### src/rtl/conv1_kernel_fetch_if.sv
// Weight-pair stream from the conv1 kernel fetcher to the conv1 MAC array.
// The producer side is the fetcher; the consumer owns out_ready.
interface conv1_kernel_fetch_if #(
  parameter int DATA_W = 16
);
  logic              out_valid;
  logic              out_ready;
  logic [DATA_W-1:0] w_a;
  logic [DATA_W-1:0] w_b;
  logic              w_b_valid;
  logic              last;

  modport master (
    output out_valid,
    output w_a,
    output w_b,
    output w_b_valid,
    output last,
    input  out_ready
  );

  modport slave (
    input  out_valid,
    input  w_a,
    input  w_b,
    input  w_b_valid,
    input  last,
    output out_ready
  );
endinterface

### src/rtl/conv1_kernel_fetch.sv
// conv1 kernel weight fetch sequencer.
// Walks one filter's weights out of a dual-port, one-cycle registered-read
// ROM, two offsets per cycle, and hands weight pairs to the MAC array over a
// valid/ready stream. A 2-stage valid/tag pipe tracks reads through the ROM
// latency and a 4-entry FIFO absorbs consumer backpressure.
module conv1_kernel_fetch #(
  parameter int KERNEL_SIZE = 25,
  parameter int NUM_FILTERS = 5,
  parameter int ADDR_W      = 7,
  parameter int DATA_W      = 16
) (
  input  logic              clock,
  input  logic              reset,
  input  logic              start,
  input  logic [2:0]        filter_idx,
  output logic              busy,
  output logic              done,
  output logic              start_err,
  output logic [ADDR_W-1:0] address_a,
  output logic [ADDR_W-1:0] address_b,
  input  logic [DATA_W-1:0] q_a,
  input  logic [DATA_W-1:0] q_b,
  conv1_kernel_fetch_if.master st
);

  localparam int NUM_PAIRS = (KERNEL_SIZE + 1) / 2;
  localparam int PAIR_W    = $clog2(NUM_PAIRS + 1);
  localparam int FIFO_D    = 4;

  localparam logic [PAIR_W-1:0] LAST_PAIR = PAIR_W'(NUM_PAIRS - 1);
  localparam logic [ADDR_W-1:0] KS_A      = ADDR_W'(KERNEL_SIZE);
  localparam bit                ODD_K     = (KERNEL_SIZE % 2) == 1;

  typedef enum logic [1:0] {
    IDLE,
    FETCH,
    DRAIN
  } state_t;

  typedef struct packed {
    logic [DATA_W-1:0] a;
    logic [DATA_W-1:0] b;
    logic              bv;
    logic              lst;
  } pair_t;

  state_t state, state_n;

  // Fetch context: filter base address and index of the next pair to issue.
  logic [ADDR_W-1:0] base_q;
  logic [PAIR_W-1:0] pair_cnt;

  // Issue stage (combinational): the read launched at the coming edge.
  logic              vld_p0;
  logic [ADDR_W-1:0] base_p0;
  logic [PAIR_W-1:0] pair_p0;
  logic              last_p0;
  logic              odd_p0;
  logic [ADDR_W-1:0] addr_a_p0;
  logic [ADDR_W-1:0] addr_b_p0;

  // Address stage: address registers are driving the ROM.
  logic              vld_p1;
  logic              wbv_p1;
  logic              last_p1;

  // ROM stage: q_a/q_b hold the data for this read.
  logic              vld_p2;
  logic              wbv_p2;
  logic              last_p2;

  // Output FIFO.
  pair_t             fifo_mem [FIFO_D];
  logic [1:0]        wr_ptr;
  logic [1:0]        rd_ptr;
  logic [2:0]        fifo_count;
  pair_t             head;
  logic              head_vld;
  logic              push;
  logic              pop;

  logic [ADDR_W-1:0] start_base;
  logic              start_ok;
  logic              fetch_last;
  logic [1:0]        inflight;
  logic [3:0]        occupancy;
  logic              room;
  logic              done_n;
  logic              start_err_n;

  assign start_base = ADDR_W'(filter_idx) * KS_A;
  assign start_ok   = int'(filter_idx) < NUM_FILTERS;
  assign fetch_last = (pair_cnt == LAST_PAIR);

  // A read may only be launched if a FIFO slot is guaranteed for it once it
  // returns, counting reads still travelling through the ROM.
  assign inflight  = {1'b0, vld_p1} + {1'b0, vld_p2};
  assign occupancy = {1'b0, fifo_count} + {2'b00, inflight};
  assign room      = occupancy < 4'(FIFO_D);

  assign head     = fifo_mem[rd_ptr];
  assign head_vld = (fifo_count != 3'd0);
  assign push     = vld_p2;
  assign pop      = head_vld && st.out_ready;

  // The final pair of an odd kernel reads the same word on both ports and
  // marks the odd slot empty.
  assign last_p0   = (pair_p0 == LAST_PAIR);
  assign odd_p0    = last_p0 && ODD_K;
  assign addr_a_p0 = base_p0 + ADDR_W'({pair_p0, 1'b0});
  assign addr_b_p0 = odd_p0 ? addr_a_p0 : addr_a_p0 + ADDR_W'(1);

  // busy stays up through the done cycle even though the state is IDLE then.
  assign busy = (state != IDLE) || done;

  assign st.out_valid = head_vld;
  assign st.w_a       = head_vld ? head.a   : '0;
  assign st.w_b       = head_vld ? head.b   : '0;
  assign st.w_b_valid = head_vld ? head.bv  : 1'b0;
  assign st.last      = head_vld ? head.lst : 1'b0;

  // Next-state, issue decision and status pulses.
  always_comb begin
    state_n     = state;
    vld_p0      = 1'b0;
    base_p0     = base_q;
    pair_p0     = pair_cnt;
    done_n      = 1'b0;
    start_err_n = 1'b0;
    case (state)
      IDLE: begin
        if (start) begin
          if (start_ok) begin
            vld_p0  = 1'b1;
            base_p0 = start_base;
            pair_p0 = '0;
            state_n = (NUM_PAIRS == 1) ? DRAIN : FETCH;
          end else begin
            start_err_n = 1'b1;
          end
        end
      end
      FETCH: begin
        if (room) begin
          vld_p0 = 1'b1;
          if (fetch_last) begin
            state_n = DRAIN;
          end
        end
      end
      DRAIN: begin
        // Every read has been issued; the last-tagged pair leaving the FIFO
        // means nothing is left in flight.
        if (pop && head.lst) begin
          done_n  = 1'b1;
          state_n = IDLE;
        end
      end
      default: state_n = IDLE;
    endcase
  end

  // State, fetch context, ROM addresses and stage valids.
  always_ff @(posedge clock) begin
    if (reset) begin
      state     <= IDLE;
      base_q    <= '0;
      pair_cnt  <= '0;
      address_a <= '0;
      address_b <= '0;
      vld_p1    <= 1'b0;
      vld_p2    <= 1'b0;
      done      <= 1'b0;
      start_err <= 1'b0;
    end else begin
      state     <= state_n;
      done      <= done_n;
      start_err <= start_err_n;
      vld_p1    <= vld_p0;
      vld_p2    <= vld_p1;
      if (vld_p0) begin
        base_q    <= base_p0;
        pair_cnt  <= pair_p0 + PAIR_W'(1);
        address_a <= addr_a_p0;
        address_b <= addr_b_p0;
      end
    end
  end

  // Pair tags travel beside the valids; the valids alone qualify them.
  always_ff @(posedge clock) begin
    // issue -> address stage
    if (vld_p0) begin
      wbv_p1  <= !odd_p0;
      last_p1 <= last_p0;
    end
    // address stage -> ROM stage
    wbv_p2  <= wbv_p1;
    last_p2 <= last_p1;
  end

  // FIFO pointers and occupancy.
  always_ff @(posedge clock) begin
    if (reset) begin
      wr_ptr     <= '0;
      rd_ptr     <= '0;
      fifo_count <= '0;
    end else begin
      if (push) begin
        wr_ptr <= wr_ptr + 2'd1;
      end
      if (pop) begin
        rd_ptr <= rd_ptr + 2'd1;
      end
      case ({push, pop})
        2'b10:   fifo_count <= fifo_count + 3'd1;
        2'b01:   fifo_count <= fifo_count - 3'd1;
        default: fifo_count <= fifo_count;
      endcase
    end
  end

  // ROM stage -> FIFO: capture returning data with its tags.
  always_ff @(posedge clock) begin
    if (push) begin
      fifo_mem[wr_ptr] <= '{a:   q_a,
                            b:   wbv_p2 ? q_b : '0,
                            bv:  wbv_p2,
                            lst: last_p2};
    end
  end

endmodule

### src/flat_wrapper.sv
// flat-port wrapper written by rule: the top's interface ports become plain ports
module conv1_kernel_fetch_flat 
#(
  parameter int KERNEL_SIZE = 25,
  parameter int NUM_FILTERS = 5,
  parameter int ADDR_W      = 7,
  parameter int DATA_W      = 16
)
  (clock, reset, start, filter_idx, busy, done, start_err, address_a, address_b, q_a, q_b, st_out_valid, st_w_a, st_w_b, st_w_b_valid, st_last, st_out_ready);
  conv1_kernel_fetch_if #(.DATA_W(DATA_W)) st_i ();
  input  logic clock;
  input  logic reset;
  input  logic start;
  input  logic [2:0] filter_idx;
  output logic busy;
  output logic done;
  output logic start_err;
  output logic [ADDR_W-1:0] address_a;
  output logic [ADDR_W-1:0] address_b;
  input  logic [DATA_W-1:0] q_a;
  input  logic [DATA_W-1:0] q_b;
  output wire logic [$bits(st_i.out_valid)-1:0] st_out_valid;
  output wire logic [$bits(st_i.w_a)-1:0] st_w_a;
  output wire logic [$bits(st_i.w_b)-1:0] st_w_b;
  output wire logic [$bits(st_i.w_b_valid)-1:0] st_w_b_valid;
  output wire logic [$bits(st_i.last)-1:0] st_last;
  input wire logic [$bits(st_i.out_ready)-1:0] st_out_ready;
  assign st_out_valid = st_i.out_valid;
  assign st_w_a = st_i.w_a;
  assign st_w_b = st_i.w_b;
  assign st_w_b_valid = st_i.w_b_valid;
  assign st_last = st_i.last;
  assign st_i.out_ready = st_out_ready;
  conv1_kernel_fetch #(.KERNEL_SIZE(KERNEL_SIZE), .NUM_FILTERS(NUM_FILTERS), .ADDR_W(ADDR_W), .DATA_W(DATA_W)) u_core (.clock(clock), .reset(reset), .start(start), .filter_idx(filter_idx), .busy(busy), .done(done), .start_err(start_err), .address_a(address_a), .address_b(address_b), .q_a(q_a), .q_b(q_b), .st(st_i));
endmodule
### config.mk
export PLATFORM = sky130hd
export DESIGN_NAME = conv1_kernel_fetch_flat
export DESIGN_NICKNAME = d
export VERILOG_FILES = /design/src/rtl/conv1_kernel_fetch_if.sv /design/src/rtl/conv1_kernel_fetch.sv /design/src/flat_wrapper.sv
export SDC_FILE = /design/constraint.sdc
export NUM_CORES = 1
export LEC_CHECK = 0
export ABC_CLOCK_PERIOD_IN_PS = 4400
export CORE_MARGIN = 2
export CORE_UTILIZATION = 54
export CTS_CLUSTER_DIAMETER = 60
export DETAILED_ROUTE_END_ITERATION = 8
export PLACE_DENSITY = 0.74
export SKIP_LAST_GASP = 1
export SLEW_MARGIN = 10
export SYNTH_ARGS = -nofsm -noshare
export SYNTH_HDL_FRONTEND = slang
export SYNTH_SLANG_ARGS = --single-unit
### constraint.sdc
create_clock -name clock -period 4.4 [get_ports clock]
set_clock_uncertainty 0.1 [all_clocks]
set_input_delay 0.88 -clock clock [delete_from_list [all_inputs] [get_ports clock]]
set_output_delay 0.88 -clock clock [all_outputs]
set_load 0.02 [all_outputs]
==> results of run 1 <==
synthesized netlist by cell type (2+ instances only):
| cell | instances | area (µm²) |
|---|---|---|
| edfxtp_1 | 138 | 4140 |
| and2_1 | 57 | 357 |
| dfxtp_1 | 41 | 821 |
| mux4_2 | 34 | 766 |
| nor2_1 | 29 | 109 |
| nand2_1 | 25 | 93.8 |
| inv_1 | 18 | 67.6 |
| a21oi_1 | 17 | 85.1 |
| ha_1 | 17 | 213 |
| clkbuf_1 | 15 | 56.3 |
| xor2_1 | 9 | 78.8 |
| nand3_1 | 8 | 40.0 |
| xnor2_1 | 8 | 70.1 |
| buf_2 | 7 | 35.0 |
| nor3_1 | 6 | 30.0 |
| a211oi_1 | 4 | 30.0 |
| and3_1 | 4 | 25.0 |
| nor2b_1 | 3 | 18.8 |
| o21ai_0 | 3 | 15.0 |
| a21o_1 | 2 | 15.0 |
| a311oi_1 | 2 | 17.5 |
| fa_1 | 2 | 40.0 |
| mux2i_1 | 2 | 20.0 |
| nand2b_1 | 2 | 12.5 |
| or3_1 | 2 | 12.5 |
kinds of logic (layout without fill, tap and decap cells):
logic type	after synthesis	count (layout)	synth area share, %
AND/OR/NAND/NOR	145	145	10.6
multiplexers	36	36	10.6
adder cells (fa/ha/maj)	19	19	3.42
AO/OA/AOI/OAI	39	39	3.55
flip-flops	179	179	67.2
buffers and inverters	42	146	2.40
XOR/XNOR	18	18	2.23
path summary, 6_finish.rpt:
kind | depth (start not counted) | startpoint | slack (ns) | to
max | 15 | filter_idx[1] | 0.56 | u_core.address_b[6]$_SDFFE_PP0P_
min | 0 | u_core.last_p1$_DFFE_PP_ | 0.24 | u_core.last_p2$_DFF_P_
max reg2reg | 11 | u_core.state[1]$_SDFFE_PP0P_ | 1.30 | u_core.address_b[6]$_SDFFE_PP0P_
min reg2reg | 0 | u_core.last_p1$_DFFE_PP_ | 0.24 | u_core.last_p2$_DFF_P_
layer usage:
layer | vias to the layer above | global-route usage (%) | wire length [µm]
met5 | - | 0 | 0
li1 | 1944 | - | -
met4 | 0 | 6.32 | 212
met2 | 91 | 32.2 | 6710
met3 | 16 | 4.98 | 556
met1 | 2024 | 26.9 | 6270
power groups by stage:
stage               Sequential (mW)  Combinational [mW]  Clock (mW)
finish                         1.91                1.06        1.63
global route                   1.92                1.15        1.72
CTS                            1.91                1.08        1.65
detailed placement             1.95                1.08           0
global placement               1.95                1.06           0
floorplan                      1.95               0.640           0
state kept, by name, indices dropped and copies added, names as in the netlist, 3 cells and up, named ones only:
register and flops:
u_core.base_q 7, u_core.address_b 7, u_core.pair_cnt 4, u_core.address_a 6, u_core.fifo_mem 136, u_core.fifo_count 3
area by class of cell:
cell class	instances	share of cell area (%)
flip-flops and latches	179	54.4
multi-input cells	257	24.7
repair buffers	96	10.5
clock buffers	22	5.68
well taps	176	2.41
clock inverters	10	1.51
inverters	18	0.741
critical path, stage by stage:
cell,delay (ns)
clkdlybuf4s50_1,0.51
inv_1,0.07
ha_1,0.24
a21oi_1,0.20
nand2_1,0.24
o21ai_0,0.28
ha_1,0.22
inv_1,0.05
fa_1,0.43
inv_1,0.08
a21oi_1,0.05
o21bai_1,0.29
xnor2_1,0.18
a21oi_1,0.10
o41ai_2,0.26
through the flow:
| stage | area (µm²) | cells |
|---|---|---|
| 2_1_floorplan | 7390 | 478 |
| 3_3_place_gp | 8470 | 726 |
| 3_5_place_dp | 8470 | 726 |
| 4_1_cts | 9120 | 758 |
| 5_1_grt | 9120 | 758 |
| 6_report | 9120 | 758 |
==> results_dict.tcl, run 1 <==
set metrics [dict create \
    status "complete, no violations" \
    syn_avg_cell_area_um2 15.5 \
    postCtsSetupBuffers 0 \
    clk_latency_ns 0.43 \
    multi_input_comb_area_mm2 0.00225 \
    drive_above_1_share_pct 14.8 \
    final_core_util_pct 68.6 \
    synth_cells 478 \
    startpoint_type "primary input" \
    swShare_pct 26.0 \
    fill_cells 895 \
    powerDensity_mw_per_mm2 505 \
    diodes 0 \
    cts_buffers 17 \
    drc 0 \
    die_w_um 121 \
    maxCapViolCount 0 \
    setup_violations 0 \
    worstMarginPinSlew_ns 0.987 \
    gp_congestion 0.911 \
    synthArstFlopShare_pct 0 \
    cts_num_sinks 179 \
    final_nets 627 \
    fin_crit_sh_pct 87.3 \
    num_rows 42 \
    ant_nets 0 \
    p_int_mw 3.41 \
    wl_um 13700 \
    die_area_mm2 0.0146 \
    ys_ff_latch 179 \
    netlist-cell-type-count 48 \
    path_max_fanout 11 \
    seq_area_mm2 0.00497 \
    setup_slack_ns 0.558 \
    pwr-share-seq_pct 41.5 \
    pre_cts_slack_ns 0.148 \
    num_vias 4075 \
    grt_setup_unrepaired "no" \
    p_clk_share_pct 35.4 \
    synth_seq_area_share_pct 67.2 \
    die_height_um 121 \
    core_mm2 0.0133 \
    total_power_mw 4.61 \
    max_slew_margin_pct 34.2 \
    finalHoldViolCount 0 \
    syn2layout_area_growth_pct 23.4 \
    cts-root-buf "clkbuf_16" \
    cts_tree "done" \
    grt-ovfl-total 0 \
    path_clk_slew_ns 0.07 \
    worstSetupPathType "primary input to flip-flop" \
    cts_resized 0 \
    yosys_warnings 0 \
    start_util_pct 55.6 \
    grt_pass1_vias 4151 \
    period_minus_slack_ns 3.84 \
    timing.fmax_mhz 260 \
    syn_area_mm2 0.00739 \
    slew_viol_final 0 \
    drt_iter0_markers 325 \
    worst_ep_required_time_ns 4.64 \
    p_switching_mw 1.20 \
    dpl.hpwl_um 8440 \
    vias_per_cell 5.38 \
    synth_edf_count 138 \
    wire_per_inst_um 18.1 \
    leakage_nw 3.13 \
    cp-end-kind "flip-flop" \
    crit_arrival_ns 4.08 \
    grt_usage_pct 20.0 \
    portBuffers 90 \
    dr.pass1.iters 4 \
    clk_path_buf_depth 2 \
    max-vdd-ir-drop_mv 0.369 \
    syn_nets 536 \
    hold_ws_ns 0.242 \
    grt_max_degree 35 \
    final_cell_mix "138 x edfxtp_1, 90 x clkdlybuf4s50_1, 53 x and2_1, 39 x dfxtp_1, 34 x mux4_2" \
    io_pins 91 \
    min_path_type "flip-flop to flip-flop" \
    final_common_cell "edfxtp_1" \
    ys.flop_type "edfxtp_1" \
    p_comb_share_pct 23.1 \
    grt_antenna_before_repair 0 \
    grt_pass1_wl_um 21700 \
    h-tree-depth 4 \
    cts_hold_buf 0 \
    finalSetupTns_ns 0 \
]
(Power assumes the default switching activity.)
==> run 2, diff against run 1 <==
--- a/config.mk
+++ b/config.mk
@@ -7,10 +7,10 @@
 export LEC_CHECK = 0
 export ABC_CLOCK_PERIOD_IN_PS = 4400
 export CORE_MARGIN = 2
-export CORE_UTILIZATION = 54
+export CORE_UTILIZATION = 25
 export CTS_CLUSTER_DIAMETER = 60
 export DETAILED_ROUTE_END_ITERATION = 8
-export PLACE_DENSITY = 0.74
+export PLACE_DENSITY = 0.38
 export SKIP_LAST_GASP = 1
 export SLEW_MARGIN = 10
 export SYNTH_ARGS = -nofsm -noshare
==> run 2 against run 1 <==
Against the previous run:
- critical path depth fell by 1
- combinational power about the same
- clock-buffer cell count shrank 4
- non-clock buffer count grew 4
- sequential power is essentially flat
- flip-flop and latch count unchanged
- setup slack improved by 0.012 ns
- first-iteration DRC count decreased by 43%
- global-route usage shrank 8.6 points
- core utilization down 36 points
- power increased by 0.56%
- maximum frequency increased by 0.32%
- largest cell class unchanged
==> results_dict.tcl, run 2 (synthesis gave the netlist of run 1 again) <==
set metrics [dict create \
    slowest_stage "clkdlybuf4s50_1" \
    place_inst 938 \
    grt-ovfl-total 0 \
    postCtsSetupBuffers 0 \
    final_nets 631 \
    path_max_fanout 7 \
    die_w_um 176 \
    drt_iter0_markers 185 \
    max-vdd-ir-drop_mv 0.211 \
    worstSetupPathType "primary input to flip-flop" \
    cts-root-buf "clkbuf_16" \
    maxCapViolCount 0 \
    total_power_mw 4.64 \
    grt_antenna_before_repair 0 \
    timing.critical_path.from "filter_idx[1]" \
    grt_pass1_wl_um 26000 \
    cts_num_sinks 179 \
    ff2ff_path_depth 11 \
    endpoint "u_core.address_b[6]$_SDFFE_PP0P_" \
    cts_hold_buf 0 \
    fin_crit_sh_pct 87.0 \
    portBuffers 90 \
    cp_slowest_stage_delay_ns 0.51 \
    worstPathCellList "clkdlybuf4s50_1, inv_1, ha_1, a21o_1, nor2_8, mux2i_1, inv_1, ha_1, nand3_1, and3_1, nor2_1, and4_1, a21oi_1, o41ai_2" \
    cp.depth 14 \
    wire_per_inst_um 17.1 \
    powerDensity_mw_per_mm2 494 \
    met3_length_um 506 \
    final_common_cell "edfxtp_1" \
    cp-end-kind "flip-flop" \
    cts_buffers 17 \
    crit_arrival_ns 4.06 \
    cts_resized 0 \
    cts_tree "done" \
    crit_buf_inv 3 \
    fill_cells 2851 \
    diodes 0 \
    period_minus_slack_ns 3.83 \
    worst_ep_required_time_ns 4.63 \
    h-tree-depth 4 \
    core_mm2 0.0289 \
    drc 0 \
    wl_um 16500 \
    clk_latency_ns 0.42 \
    grt_max_degree 40 \
    path_clk_slew_ns 0.07 \
    drive_above_1_share_pct 15.4 \
    finalHoldViolCount 0 \
    vias_per_cell 4.27 \
    slew_viol_final 0 \
    routedLengthMet1_um 7510 \
    die_height_um 176 \
    largest_register_ffs 136 \
    top_register "u_core.fifo_mem" \
    worstMarginPinSlew_ns 1.10 \
    setup_violations 0 \
    syn2layout_area_growth_pct 26.9 \
    timing.rr.start "u_core.state[1]$_SDFFE_PP0P_" \
    top_regs "u_core.fifo_mem: 136 flops, u_core.address_b: 7 flops, u_core.base_q: 7 flops" \
    max_slew_margin_pct 26.9 \
    hold_ws_ns 0.267 \
    min_path_type "flip-flop to flip-flop" \
    stdcell_count 969 \
    gp_congestion 0.769 \
    dpl.hpwl_um 10400 \
    die_area_mm2 0.0310 \
    timing.fmax_mhz 261 \
    grt_usage_pct 11.3 \
    num_rows 62 \
    ant_nets 0 \
    startpoint_type "primary input" \
    final_cell_mix "138 x edfxtp_1, 89 x clkdlybuf4s50_1, 53 x and2_1, 39 x dfxtp_1, 34 x mux4_2" \
    dr.pass1.iters 4 \
    r2r-end "u_core.address_b[6]$_SDFFE_PP0P_" \
    highest_layer "met4" \
    status "complete, no violations" \
    rrSetupSlack_ns 1.29 \
    finalSetupTns_ns 0 \
    clk_path_buf_depth 2 \
    io_pins 91 \
    cp_top_family "simple AND/OR/NAND/NOR gates" \
    start_util_pct 25.5 \
    wl_met2_um 8320 \
    grt_setup_unrepaired "no" \
    num_vias 4133 \
    leakage_nw 3.13 \
    grt_pass1_vias 4436 \
]
[run 2: cell types whose count changed in the layout (fill, tap and decap cells not counted), moves of 2 or more]
cell,delta
buf_4,+5
clkbuf_16,-3
bufinv_16,+2
clkinv_4,+2
inv_4,-2
[run 2: how the worst min path moves through the flow]
| stage | from | to | slack, ns | cells past startpoint |
|---|---|---|---|---|
| 2_1_floorplan | u_core.last_p1$_DFFE_PP_ | u_core.last_p2$_DFF_P_ | 0.22 | 0 |
| 3_3_place_gp | u_core.last_p1$_DFFE_PP_ | u_core.last_p2$_DFF_P_ | 0.24 | 0 |
| 6_report | u_core.last_p1$_DFFE_PP_ | u_core.last_p2$_DFF_P_ | 0.27 | 0 |
| 3_5_place_dp | u_core.last_p1$_DFFE_PP_ | u_core.last_p2$_DFF_P_ | 0.25 | 0 |
| 4_1_cts | u_core.last_p1$_DFFE_PP_ | u_core.last_p2$_DFF_P_ | 0.28 | 0 |
| 5_1_grt | u_core.last_p1$_DFFE_PP_ | u_core.last_p2$_DFF_P_ | 0.28 | 0 |
[run 2: layer usage]
layer	vias up	track usage, %
met3	12	2.30
met4	0	4.13
li1	1954	-
met1	2085	14.3
met5	-	0
met2	82	19.3
[run 2: area by class of cell]
| cell class | count | area [µm²] | area share (%) |
|---|---|---|---|
| sequential | 179 | 4970 | 53.0 |
| multi-input combinational | 257 | 2260 | 24.1 |
| timing repair buffer | 100 | 971 | 10.4 |
| tap | 384 | 480 | 5.12 |
| clock buffer | 18 | 429 | 4.58 |
| clock inverter | 13 | 206 | 2.20 |
| inverter | 18 | 67.6 | 0.720 |
[run 2: power breakdown]
part           switching [mW]  internal (mW)
registers              0.0402           1.88
logic                   0.566          0.529
clock network           0.619           1.01
[run 2: metrics by stage]
step	util, %	setup WS (ns)	instance area, µm²
after floorplan	-	0.808	7390
after global placement	30.2	0.240	8740
after detailed placement	30.2	0.0912	8740
after CTS	32.4	0.517	9380
after global routing	32.4	0.293	9380
final	32.4	0.570	9380
